**config.mk**
```make
export PLATFORM = sky130hd
export DESIGN_NAME = regfile_sequencer_flat
export DESIGN_NICKNAME = d
export VERILOG_FILES = /design/src/rtl/cpu20_pkg.sv /design/src/rtl/regfile_sequencer_if.sv /design/src/rtl/regfile_sequencer.sv /design/src/flat_wrapper.sv
export SDC_FILE = /design/constraint.sdc
export NUM_CORES = 1
export LEC_CHECK = 0
export ABC_AREA = 1
export CAP_MARGIN = 10
export CORE_MARGIN = 4
export CORE_UTILIZATION = 38
export CTS_CLUSTER_SIZE = 30
export DETAILED_ROUTE_END_ITERATION = 6
export PLACE_DENSITY_LB_ADDON = 0.12
export SYNTH_ARGS = -nofsm -noshare
export SYNTH_HDL_FRONTEND = slang
export SYNTH_SLANG_ARGS = --single-unit
export TNS_END_PERCENT = 1
```
**constraint.sdc**
```tcl
create_clock -name i_clk -period 1.5 [get_ports i_clk]
set_clock_uncertainty 0.2 [all_clocks]
set_input_delay 0.3 -clock i_clk [delete_from_list [all_inputs] [get_ports i_clk]]
set_output_delay 0.3 -clock i_clk [all_outputs]
set_load 0.01 [all_outputs]
```
**src/rtl/cpu20_pkg.sv**
```systemverilog
// rtl/cpu20_pkg.sv - shared widths, sequencer state encoding and register-file direction constants
// Purpose: common definitions for the operand-fetch / writeback sequencer.
// Contents: DATA_W, ADDR_W, state_e, RF_READ / RF_WRITE.
package cpu20_pkg;

  localparam int DATA_W = 16;
  localparam int ADDR_W = 4;

  localparam logic RF_READ  = 1'b0;
  localparam logic RF_WRITE = 1'b1;

  typedef enum logic [2:0] {
    IDLE    = 3'd0,
    RD_A    = 3'd1,
    RD_B    = 3'd2,
    CAP_B   = 3'd3,
    OPV     = 3'd4,
    WB_WAIT = 3'd5,
    WR      = 3'd6
  } state_e;

endpackage

```
**src/rtl/regfile_sequencer_if.sv**
```systemverilog
// rtl/regfile_sequencer_if.sv - request, operand, writeback and register-file signals of the sequencer
// Purpose: bundles every non-clock/reset signal of regfile_sequencer.
// Ports (sequencer view, slave modport):
//   request   : i_req_valid, o_req_ready, i_rs1, i_rs2, i_rd, i_rd_en
//   operands  : o_op_valid, i_op_ready, o_op_a, o_op_b
//   writeback : i_wb_valid, o_wb_ready, i_wb_data
//   reg file  : o_rf_addr, o_rf_rw, o_rf_wdata, i_rf_rdata
//   status    : o_busy
interface regfile_sequencer_if #(
  parameter int DATA_W = cpu20_pkg::DATA_W,
  parameter int ADDR_W = cpu20_pkg::ADDR_W
);

  logic              i_req_valid;
  logic              o_req_ready;
  logic [ADDR_W-1:0] i_rs1;
  logic [ADDR_W-1:0] i_rs2;
  logic [ADDR_W-1:0] i_rd;
  logic              i_rd_en;

  logic              o_op_valid;
  logic              i_op_ready;
  logic [DATA_W-1:0] o_op_a;
  logic [DATA_W-1:0] o_op_b;

  logic              i_wb_valid;
  logic              o_wb_ready;
  logic [DATA_W-1:0] i_wb_data;

  logic [ADDR_W-1:0] o_rf_addr;
  logic              o_rf_rw;
  logic [DATA_W-1:0] o_rf_wdata;
  logic [DATA_W-1:0] i_rf_rdata;

  logic              o_busy;

  // The sequencer itself
  modport slave (
    input  i_req_valid, i_rs1, i_rs2, i_rd, i_rd_en,
    input  i_op_ready, i_wb_valid, i_wb_data, i_rf_rdata,
    output o_req_ready, o_op_valid, o_op_a, o_op_b,
    output o_wb_ready, o_rf_addr, o_rf_rw, o_rf_wdata, o_busy
  );

  // The requester / register-file environment around it
  modport master (
    output i_req_valid, i_rs1, i_rs2, i_rd, i_rd_en,
    output i_op_ready, i_wb_valid, i_wb_data, i_rf_rdata,
    input  o_req_ready, o_op_valid, o_op_a, o_op_b,
    input  o_wb_ready, o_rf_addr, o_rf_rw, o_rf_wdata, o_busy
  );

endinterface

```
**src/rtl/regfile_sequencer.sv**
```systemverilog
// rtl/regfile_sequencer.sv - operand fetch and writeback sequencer for a 1-cycle registered-read register file
// Purpose: accepts a (rs1, rs2, rd, rd_en) request, reads rs1 then rs2, presents both
//   operands, and optionally waits for a writeback result to store into rd.
// Ports:
//   i_clk   : clock, all state changes on the rising edge
//   i_rst_n : synchronous active-low reset
//   bus     : regfile_sequencer_if.slave (request, operand, writeback, reg-file, busy)
module regfile_sequencer #(
  parameter int DATA_W = cpu20_pkg::DATA_W,
  parameter int ADDR_W = cpu20_pkg::ADDR_W
) (
  input  logic                  i_clk,
  input  logic                  i_rst_n,
  regfile_sequencer_if.slave    bus
);

  import cpu20_pkg::*;

  state_e            state_q, state_d;
  logic [ADDR_W-1:0] rs1_q, rs1_d;
  logic [ADDR_W-1:0] rs2_q, rs2_d;
  logic [ADDR_W-1:0] rd_q, rd_d;
  logic              rd_en_q, rd_en_d;
  logic [DATA_W-1:0] op_a_q, op_a_d;
  logic [DATA_W-1:0] op_b_q, op_b_d;
  logic [DATA_W-1:0] wb_data_q, wb_data_d;

  logic              req_ready;
  logic              op_valid;
  logic              wb_ready;
  logic [ADDR_W-1:0] rf_addr;
  logic              rf_rw;
  logic [DATA_W-1:0] rf_wdata;

  always_ff @(posedge i_clk) begin
    if (!i_rst_n) begin
      state_q   <= IDLE;
      rs1_q     <= '0;
      rs2_q     <= '0;
      rd_q      <= '0;
      rd_en_q   <= 1'b0;
      op_a_q    <= '0;
      op_b_q    <= '0;
      wb_data_q <= '0;
    end else begin
      state_q   <= state_d;
      rs1_q     <= rs1_d;
      rs2_q     <= rs2_d;
      rd_q      <= rd_d;
      rd_en_q   <= rd_en_d;
      op_a_q    <= op_a_d;
      op_b_q    <= op_b_d;
      wb_data_q <= wb_data_d;
    end
  end

  always_comb begin
    state_d   = state_q;
    rs1_d     = rs1_q;
    rs2_d     = rs2_q;
    rd_d      = rd_q;
    rd_en_d   = rd_en_q;
    op_a_d    = op_a_q;
    op_b_d    = op_b_q;
    wb_data_d = wb_data_q;

    req_ready = 1'b0;
    op_valid  = 1'b0;
    wb_ready  = 1'b0;
    rf_addr   = '0;
    rf_rw     = RF_READ;
    rf_wdata  = '0;

    case (state_q)
      IDLE: begin
        req_ready = 1'b1;
        if (bus.i_req_valid) begin
          rs1_d   = bus.i_rs1;
          rs2_d   = bus.i_rs2;
          rd_d    = bus.i_rd;
          rd_en_d = bus.i_rd_en;
          state_d = RD_A;
        end
      end
      RD_A: begin
        rf_addr = rs1_q;
        state_d = RD_B;
      end
      // Read data lags the address by one cycle, so rs1's data arrives while rs2 is driven
      RD_B: begin
        rf_addr = rs2_q;
        op_a_d  = bus.i_rf_rdata;
        state_d = CAP_B;
      end
      CAP_B: begin
        op_b_d  = bus.i_rf_rdata;
        state_d = OPV;
      end
      OPV: begin
        op_valid = 1'b1;
        if (bus.i_op_ready) begin
          state_d = rd_en_q ? WB_WAIT : IDLE;
        end
      end
      WB_WAIT: begin
        wb_ready = 1'b1;
        if (bus.i_wb_valid) begin
          wb_data_d = bus.i_wb_data;
          state_d   = WR;
        end
      end
      // The only state that writes; rd==rs1/rs2 therefore always sees old operands
      WR: begin
        rf_addr  = rd_q;
        rf_rw    = RF_WRITE;
        rf_wdata = wb_data_q;
        state_d  = IDLE;
      end
      default: begin
        state_d = IDLE;
      end
    endcase
  end

  assign bus.o_req_ready = req_ready;
  assign bus.o_op_valid  = op_valid;
  assign bus.o_op_a      = op_a_q;
  assign bus.o_op_b      = op_b_q;
  assign bus.o_wb_ready  = wb_ready;
  assign bus.o_rf_addr   = rf_addr;
  assign bus.o_rf_rw     = rf_rw;
  assign bus.o_rf_wdata  = rf_wdata;
  assign bus.o_busy      = (state_q != IDLE);

endmodule

```
**src/flat_wrapper.sv**
```systemverilog
// flat-port wrapper written by rule: the top's interface ports become plain ports
module regfile_sequencer_flat import cpu20_pkg::*;
#(
  parameter int DATA_W = cpu20_pkg::DATA_W,
  parameter int ADDR_W = cpu20_pkg::ADDR_W
)
  (i_clk, i_rst_n, bus_i_req_valid, bus_i_rs1, bus_i_rs2, bus_i_rd, bus_i_rd_en, bus_i_op_ready, bus_i_wb_valid, bus_i_wb_data, bus_i_rf_rdata, bus_o_req_ready, bus_o_op_valid, bus_o_op_a, bus_o_op_b, bus_o_wb_ready, bus_o_rf_addr, bus_o_rf_rw, bus_o_rf_wdata, bus_o_busy);
  regfile_sequencer_if #(.DATA_W(DATA_W), .ADDR_W(ADDR_W)) bus_i ();
  input  logic i_clk;
  input  logic i_rst_n;
  input wire logic [$bits(bus_i.i_req_valid)-1:0] bus_i_req_valid;
  input wire logic [$bits(bus_i.i_rs1)-1:0] bus_i_rs1;
  input wire logic [$bits(bus_i.i_rs2)-1:0] bus_i_rs2;
  input wire logic [$bits(bus_i.i_rd)-1:0] bus_i_rd;
  input wire logic [$bits(bus_i.i_rd_en)-1:0] bus_i_rd_en;
  input wire logic [$bits(bus_i.i_op_ready)-1:0] bus_i_op_ready;
  input wire logic [$bits(bus_i.i_wb_valid)-1:0] bus_i_wb_valid;
  input wire logic [$bits(bus_i.i_wb_data)-1:0] bus_i_wb_data;
  input wire logic [$bits(bus_i.i_rf_rdata)-1:0] bus_i_rf_rdata;
  output wire logic [$bits(bus_i.o_req_ready)-1:0] bus_o_req_ready;
  output wire logic [$bits(bus_i.o_op_valid)-1:0] bus_o_op_valid;
  output wire logic [$bits(bus_i.o_op_a)-1:0] bus_o_op_a;
  output wire logic [$bits(bus_i.o_op_b)-1:0] bus_o_op_b;
  output wire logic [$bits(bus_i.o_wb_ready)-1:0] bus_o_wb_ready;
  output wire logic [$bits(bus_i.o_rf_addr)-1:0] bus_o_rf_addr;
  output wire logic [$bits(bus_i.o_rf_rw)-1:0] bus_o_rf_rw;
  output wire logic [$bits(bus_i.o_rf_wdata)-1:0] bus_o_rf_wdata;
  output wire logic [$bits(bus_i.o_busy)-1:0] bus_o_busy;
  assign bus_i.i_req_valid = bus_i_req_valid;
  assign bus_i.i_rs1 = bus_i_rs1;
  assign bus_i.i_rs2 = bus_i_rs2;
  assign bus_i.i_rd = bus_i_rd;
  assign bus_i.i_rd_en = bus_i_rd_en;
  assign bus_i.i_op_ready = bus_i_op_ready;
  assign bus_i.i_wb_valid = bus_i_wb_valid;
  assign bus_i.i_wb_data = bus_i_wb_data;
  assign bus_i.i_rf_rdata = bus_i_rf_rdata;
  assign bus_o_req_ready = bus_i.o_req_ready;
  assign bus_o_op_valid = bus_i.o_op_valid;
  assign bus_o_op_a = bus_i.o_op_a;
  assign bus_o_op_b = bus_i.o_op_b;
  assign bus_o_wb_ready = bus_i.o_wb_ready;
  assign bus_o_rf_addr = bus_i.o_rf_addr;
  assign bus_o_rf_rw = bus_i.o_rf_rw;
  assign bus_o_rf_wdata = bus_i.o_rf_wdata;
  assign bus_o_busy = bus_i.o_busy;
  regfile_sequencer #(.DATA_W(DATA_W), .ADDR_W(ADDR_W)) u_core (.i_clk(i_clk), .i_rst_n(i_rst_n), .bus(bus_i));
endmodule
```
==> qor.yml, run 1 <==
syn_area_um2: 2500
start_util_pct: 39.2
pin_count: 107
setup_violations: 50
routed_wl_um: 6820
grt_pass1_vias: 2410
io_buffers: 106
synth_top_area_share_pct: 51.2
finalSetupTns_ns: -7.32
grt_use_met3_pct: 5.44
power.static_leakage_uw: 0.00176
final_util_pct: 64.3
r2r_start: "u_core.state_q[1]"
met1_usage_pct: 21.2
synthTopCellsByCount: "dfxtp_1, nor2_1, inv_1, a21oi_1, o21ai_0"
drv_slew: 0
fin_nets: 513
swShare_pct: 30.9
route.detailed.drc: 0
hold_viol: 0
fin_ws_ns: -0.328
cts_tree: "done"
dr.pass1.iters: 4
synth.avg_cell_area_um2: 7.59
post_synth_inst_count: 330
core_um2: 6390
ys.warnings.count: 0
area_growth_pct: 64.1
ant_nets: 0
grt_pass1_wl_um: 10700
die_y_um: 89.2
cp.arrival_ns: 1.33
combPwrFrac_pct: 32.2
synthDistinctLibCells: 21
worst_pin_slew_ns: 0.301
min_from: "i_rst_n"
switching_power_uw: 1670
syn-num-nets: 380
fmax_mhz: 547
insertion_delay_ns: 0.32
wl_per_cell_um: 12.5
start_kind: "register"
die_area_um2: 7950
gr-max-usage-layer: "met2"
cp_data_required_time_ns: 1.00
max_slew_margin_pct: 79.9
fin_area_um2: 4110
fp.dieW_um: 89.2
synth.area.top_cells: "dfxtp_1, a21oi_1, nor2_1"
sequentialPowerShare_pct: 38.8
power-per-cell-area_nw_per_um2: 1320
cts_root_buf: "clkbuf_8"
rows: 29
dp_hpwl_um: 4860
cp_max_fo: 7
place_congestion: 0.757
layout_min_cycle_time_ns: 1.83
viasPerCell: 4.70
hold_class: "in2reg"
use_met2_pct: 28.6
vias: 2563
dpl_cell_area_um2: 3800
htreeDepth: 3
yosysSeqAreaShare_pct: 51.2
violations: "setup timing"
drive_above_1_share_pct: 26.3
clkPwrFrac_pct: 29.0
grt_start_max_net_pins: 34
maxCapViolations: 0
power.internal_uw: 3740
numCtsBuffers: 9
diodes: 0
async_reset_ff_share_pct: 0
rsz0062_at_grt: "true"
synthFlopType: "dfxtp_1"
gr-total-overflow: 0
clkTransAtPathRegs_ns: 0.06
synth_most_common_cell: "dfxtp_1"
clock-sinks: 64
synth_edf_count: 0
status: "finished, violations left"
synth_seq_cells: 64
crit_path_end_kind: "primary output"
holdBufCountCts: 0
yosysTopAreaCell: "dfxtp_1"
path_class: "reg2out"
first_iter_violations: 78
grt_antenna_before_repair: 0
crit_path_start: "u_core.state_q[0]"
vdd_ir_drop_max_mv: 1.16
clk_path_buf_depth: 2
grt_util_all_layers_pct: 17.2
period_share_pct: 122
## flip-flops by register name, indices dropped and copies added (netlist names)
signal and count:
u_core.bus.o_op_a 16, u_core.bus.o_op_b 16, u_core.rd_en_q 1, u_core.rd_q 4
u_core.rs1_q 4, u_core.rs2_q 4, u_core.state_q 3, u_core.wb_data_q 16
## area by class of cell
| cell class | count | area (um^2) |
|---|---|---|
| fill | 575 | 2280 |
| sequential | 64 | 1290 |
| timing repair buffer | 141 | 1210 |
| multi-input combinational | 197 | 1100 |
| inverter | 50 | 195 |
| clock buffer | 14 | 183 |
| tap | 77 | 96.3 |
| clock inverter | 2 | 35.0 |
## layout by cell type (no fill, tap or decap), types with 3 or more instances in the layout
cell type        instances
inv_1                   46
nor2_1                  41
buf_4                   26
nand2_1                 16
dfxtp_1                 61
a21oi_2                  3
dlygate4sd2_1           29
nor2_4                   3
buf_2                   24
nor2_2                  11
o21ai_1                 14
o21ai_2                 10
nand2_2                  4
buf_6                    9
nand3_1                  8
clkdlybuf4s15_1          3
o21ai_0                 32
o221ai_2                 4
clkbuf_8                13
a21oi_1                 42
clkdlybuf4s50_1         48
## per-layer routing
layer	share of wire (%)	wire [um]
met5	0	0
met4	0.78	53
met3	7.0	477
met1	45	3090
met2	47	3200
## power groups by stage
stage	Clock [uW]	Sequential, uW	Combinational (uW)
6_report	1570	2100	1740
5_1_grt	1680	2130	1930
4_1_cts	1610	2090	1700
3_5_place_dp	0	2120	1680
3_3_place_gp	0	2110	1650
2_1_floorplan	0	2170	732
## per-stage QoR
| step | std cells | power, uW | hold WS (ns) | setup WS [ns] |
|---|---|---|---|---|
| 4_1_cts | 545 | 5400 | 0.116 | -0.353 |
| 6_report | 545 | 5410 | 0.138 | -0.328 |
| 3_3_place_gp | 524 | 3760 | 0.230 | -0.433 |
| 2_1_floorplan | 330 | 2900 | 0.230 | -0.0276 |
| 3_5_place_dp | 524 | 3790 | 0.234 | -0.456 |
| 5_1_grt | 545 | 5740 | 0.136 | -0.405 |
## path summary, 6_finish.rpt
kind                                to  slack, ns  cells past startpoint
setup reg to reg   u_core.wb_data_q[2]      -0.07                      9
hold reg to reg   u_core.bus.o_op_a[5]       0.24                      2
hold / removal       u_core.state_q[0]       0.14                      3
setup / recovery      bus_o_rf_addr[0]      -0.33                      5
## cells by family after synthesis
kind of cell	synth area share, %
and+or+nand+nor	16.1
buffers and inverters	11.1
AOI/OAI and AO/OA	21.6
DFF	51.2
## what timing repair did
item | 4_1_cts | 5_1_grt
pin swaps | 1 | 0
gates cloned | 2 | 0
setup buffers | 3 | 0
endpoints found under the setup margin | 102 | 74
gates resized for setup | 167 | 27
## critical path: stages, from the launching register on
cell	delay, ns
dfxtp_4	0.36
inv_4	0.06
nand3_4	0.12
buf_4	0.17
o221ai_2	0.14
buf_2	0.15
Note: power is estimated with default switching activity, not from simulation.
==> run 2: changes to the inputs <==
ABC_AREA = unset   (was 1)
CORE_UTILIZATION = 39   (was 38)
==> qor.yml, run 2 <==
fmax_mhz: 506  # -7.6%
synth.area.top_cells: "dfxtp_1, nand2_1, nand3_1"
ant_nets: 0  # unchanged
dr.pass1.iters: 4  # unchanged
fin_ws_ns: -0.478  # -0.150 ns
synthDistinctLibCells: 35  # +67%
sequentialPowerShare_pct: 44.7  # +5.9 points
fillers: 644  # +12%
worst_pin_slew_ns: 0.272  # -0.0291 ns
ys.warnings.count: 0  # unchanged
finalSetupTns_ns: -13.27  # -5.95 ns
critPathBufInv: 3  # unchanged
setup_violations: 70  # +40%
synth_top_area_share_pct: 46.3  # -4.9 points
grt_antenna_before_repair: 0  # unchanged
grt_pass1_wl_um: 11900  # +11%
hold_class: "in2reg"
crit_path_end_kind: "primary output"
synth_top_family_by_area: "simple AND/OR/NAND/NOR gates"
drv_slew: 0  # unchanged
start_kind: "register"
grt_util_all_layers_pct: 17.4  # +0.24 points
fin_nets: 496  # -3.3%
period_share_pct: 132  # +10 points
final_cell_mix: "nand2_1, dfxtp_1, clkdlybuf4s50_1"
post_synth_inst_count: 327  # -0.91%
yosysSeqAreaShare_pct: 46.3  # -4.9 points
dpl_cell_area_um2: 4040  # +6.4%
fp.dieW_um: 92.2  # +3.4%
clkPwrFrac_pct: 35.7  # +6.7 points
clock-sinks: 64  # unchanged
max_slew_margin_pct: 81.9  # +1.9 points
htreeDepth: 3  # unchanged
clkTransAtPathRegs_ns: 0.08  # +0.02 ns
status: "finished, violations left"
synth.avg_cell_area_um2: 8.46  # +12%
drive_above_1_share_pct: 23.7  # -2.6 points
dp_hpwl_um: 4880  # +0.47%
grt_pass1_vias: 2535  # +5.2%
crit_path_top_delay_cell: "dfxtp_2"
switching_power_uw: 1110  # -34%
syn_area_um2: 2770  # +11%
insertion_delay_ns: 0.33  # about the same
cp.arrival_ns: 1.48  # +0.15 ns
start_util_pct: 40.5  # +1.3 points
power_uw: 4110  # -24%
muxShareOfSynthArea_pct: 0  # unchanged
rows: 30  # +3.4%
slowest_delay_ns: 0.33  # -0.03 ns
die_y_um: 92.2  # +3.4%
hold_viol: 0  # unchanged
reg2reg_slack_ns: -0.10  # -0.03 ns
power-per-cell-area_nw_per_um2: 962  # -27%
layout_commonest_cell: "nand2_1"
die_area_um2: 8510  # +7.0%
path_cells: "and2b_4 -> buf_12 -> buf_6 -> a22oi_2 -> o2bb2ai_2 -> buf_2"
route.detailed.drc: 0  # unchanged
synth_most_common_cell: "nand2_1"
place_congestion: 0.732  # -3.4%
vias: 2575  # +0.47%
combPwrFrac_pct: 19.6  # -13 points
yosysTopAreaCell: "dfxtp_1"
pin_count: 107  # unchanged
viasPerCell: 4.71  # +0.10%
synthTopCellsByCount: "nand2_1, dfxtp_1, nand3_1, o21ai_0, a21boi_1"
synth_compound_area_share_pct: 18.4  # -3.1 points
vdd_ir_drop_max_mv: 0.392  # -66%
numCtsBuffers: 9  # unchanged
rsz0062_at_grt: "true"
synth_simple_gate_area_share_pct: 27.4  # +11 points
path_class: "reg2out"
synth-xor-area-share_pct: 0  # unchanged
final_util_pct: 62.5  # -1.8 points
synth_edf_count: 0  # unchanged
maxCapViolations: 0  # unchanged
cts_tree: "done"
io_buffers: 106  # unchanged
first_iter_violations: 81  # +3.8%
synthFlopType: "dfxtp_1"
crit_family: "buffers and inverters"
wl_per_cell_um: 13.0  # +4.2%
cts_root_buf: "clkbuf_8"
core_um2: 6830  # +7.0%
placed_cells: 526  # +0.38%
gr-total-overflow: 0  # unchanged
syn-num-nets: 377  # -0.79%
diodes: 0  # unchanged
cp_data_required_time_ns: 1.00  # about the same
violations: "setup timing"
cp_max_fo: 4  # -3
power.internal_uw: 3000  # -20%
async_reset_ff_share_pct: 0  # unchanged
synth-adder-area-share_pct: 0  # unchanged
swShare_pct: 27.0  # -3.9 points
layout_min_cycle_time_ns: 1.98  # +0.150 ns
grt_start_max_net_pins: 38  # +12%
area_growth_pct: 54.2
clk_path_buf_depth: 2  # unchanged
layout.cells.non_filler: 547  # +0.37%
synth_seq_cells: 64  # unchanged
routed_wl_um: 7130  # +4.6%
power.static_leakage_uw: 0.00181  # +2.8%
fin_area_um2: 4270  # +3.9%
run 2: worst reg2reg max path, cell delays in order (launching register included):
cell	delay, ns
dfxtp_4	0.38
buf_6	0.12
buf_6	0.12
or3b_4	0.39
buf_12	0.16
nand2_1	0.06
a21boi_1	0.06
run 2: cell type report:
type	instances	area, um^2	share of cell area, %
multi-input cells	233	1360	31.9
repair buffers	137	1300	30.4
flip-flops and latches	64	1290	30.2
clock buffers	9	124	2.90
well taps	96	120	2.81
clock inverters	7	72.6	1.70
inverters	1	3.75	0.0880
run 2: path summary, 6_finish.rpt:
path                                            from                     to  cells past startpoint
worst max register to register     u_core.state_q[2]  u_core.bus.o_op_a[12]                      6
worst min register to register  u_core.bus.o_op_a[1]   u_core.bus.o_op_a[1]                      2
worst min-delay path                         i_rst_n        u_core.rs1_q[0]                      3
worst max-delay path               u_core.state_q[0]       bus_o_rf_addr[2]                      6
run 2: routing by layer:
metal	up-vias	global-route usage [%]	wire length [um]
met5	-	0	0
met2	66	29.6	3390
met3	10	4.59	430
li1	1340	-	-
met4	0	6.68	99
met1	1159	21.0	3220
run 2: timing repair:
action / in CTS / in global routing
resized for setup: 152 / 15
hold buffers: 0 / 0
setup endpoints to repair: 109 / 79
pin swaps: 14 / 7
gates cloned: 1 / 0
setup buffers: 4 / 0
run 2: power groups by stage:
stage / Clock (uW) / Sequential, uW / Combinational, uW
6_report: 1470 / 1840 / 803
5_1_grt: 1590 / 1840 / 874
4_1_cts: 1510 / 1830 / 801
3_5_place_dp: 0 / 1870 / 753
3_3_place_gp: 0 / 1870 / 745
2_1_floorplan: 0 / 1890 / 356
run 2: cells by family after synthesis:
kind of cell | Yosys count
buffers and inverters | 30
AND/OR/NAND/NOR | 159
AO/OA/AOI/OAI | 74
flip-flops | 64
run 2: per-stage QoR:
stage / setup slack, ns / hold slack, ns
4_1_cts: -0.525 / 0.149
6_report: -0.478 / 0.143
5_1_grt: -0.542 / 0.142
3_3_place_gp: -0.454 / 0.241
2_1_floorplan: -0.0491 / 0.230
3_5_place_dp: -0.487 / 0.245
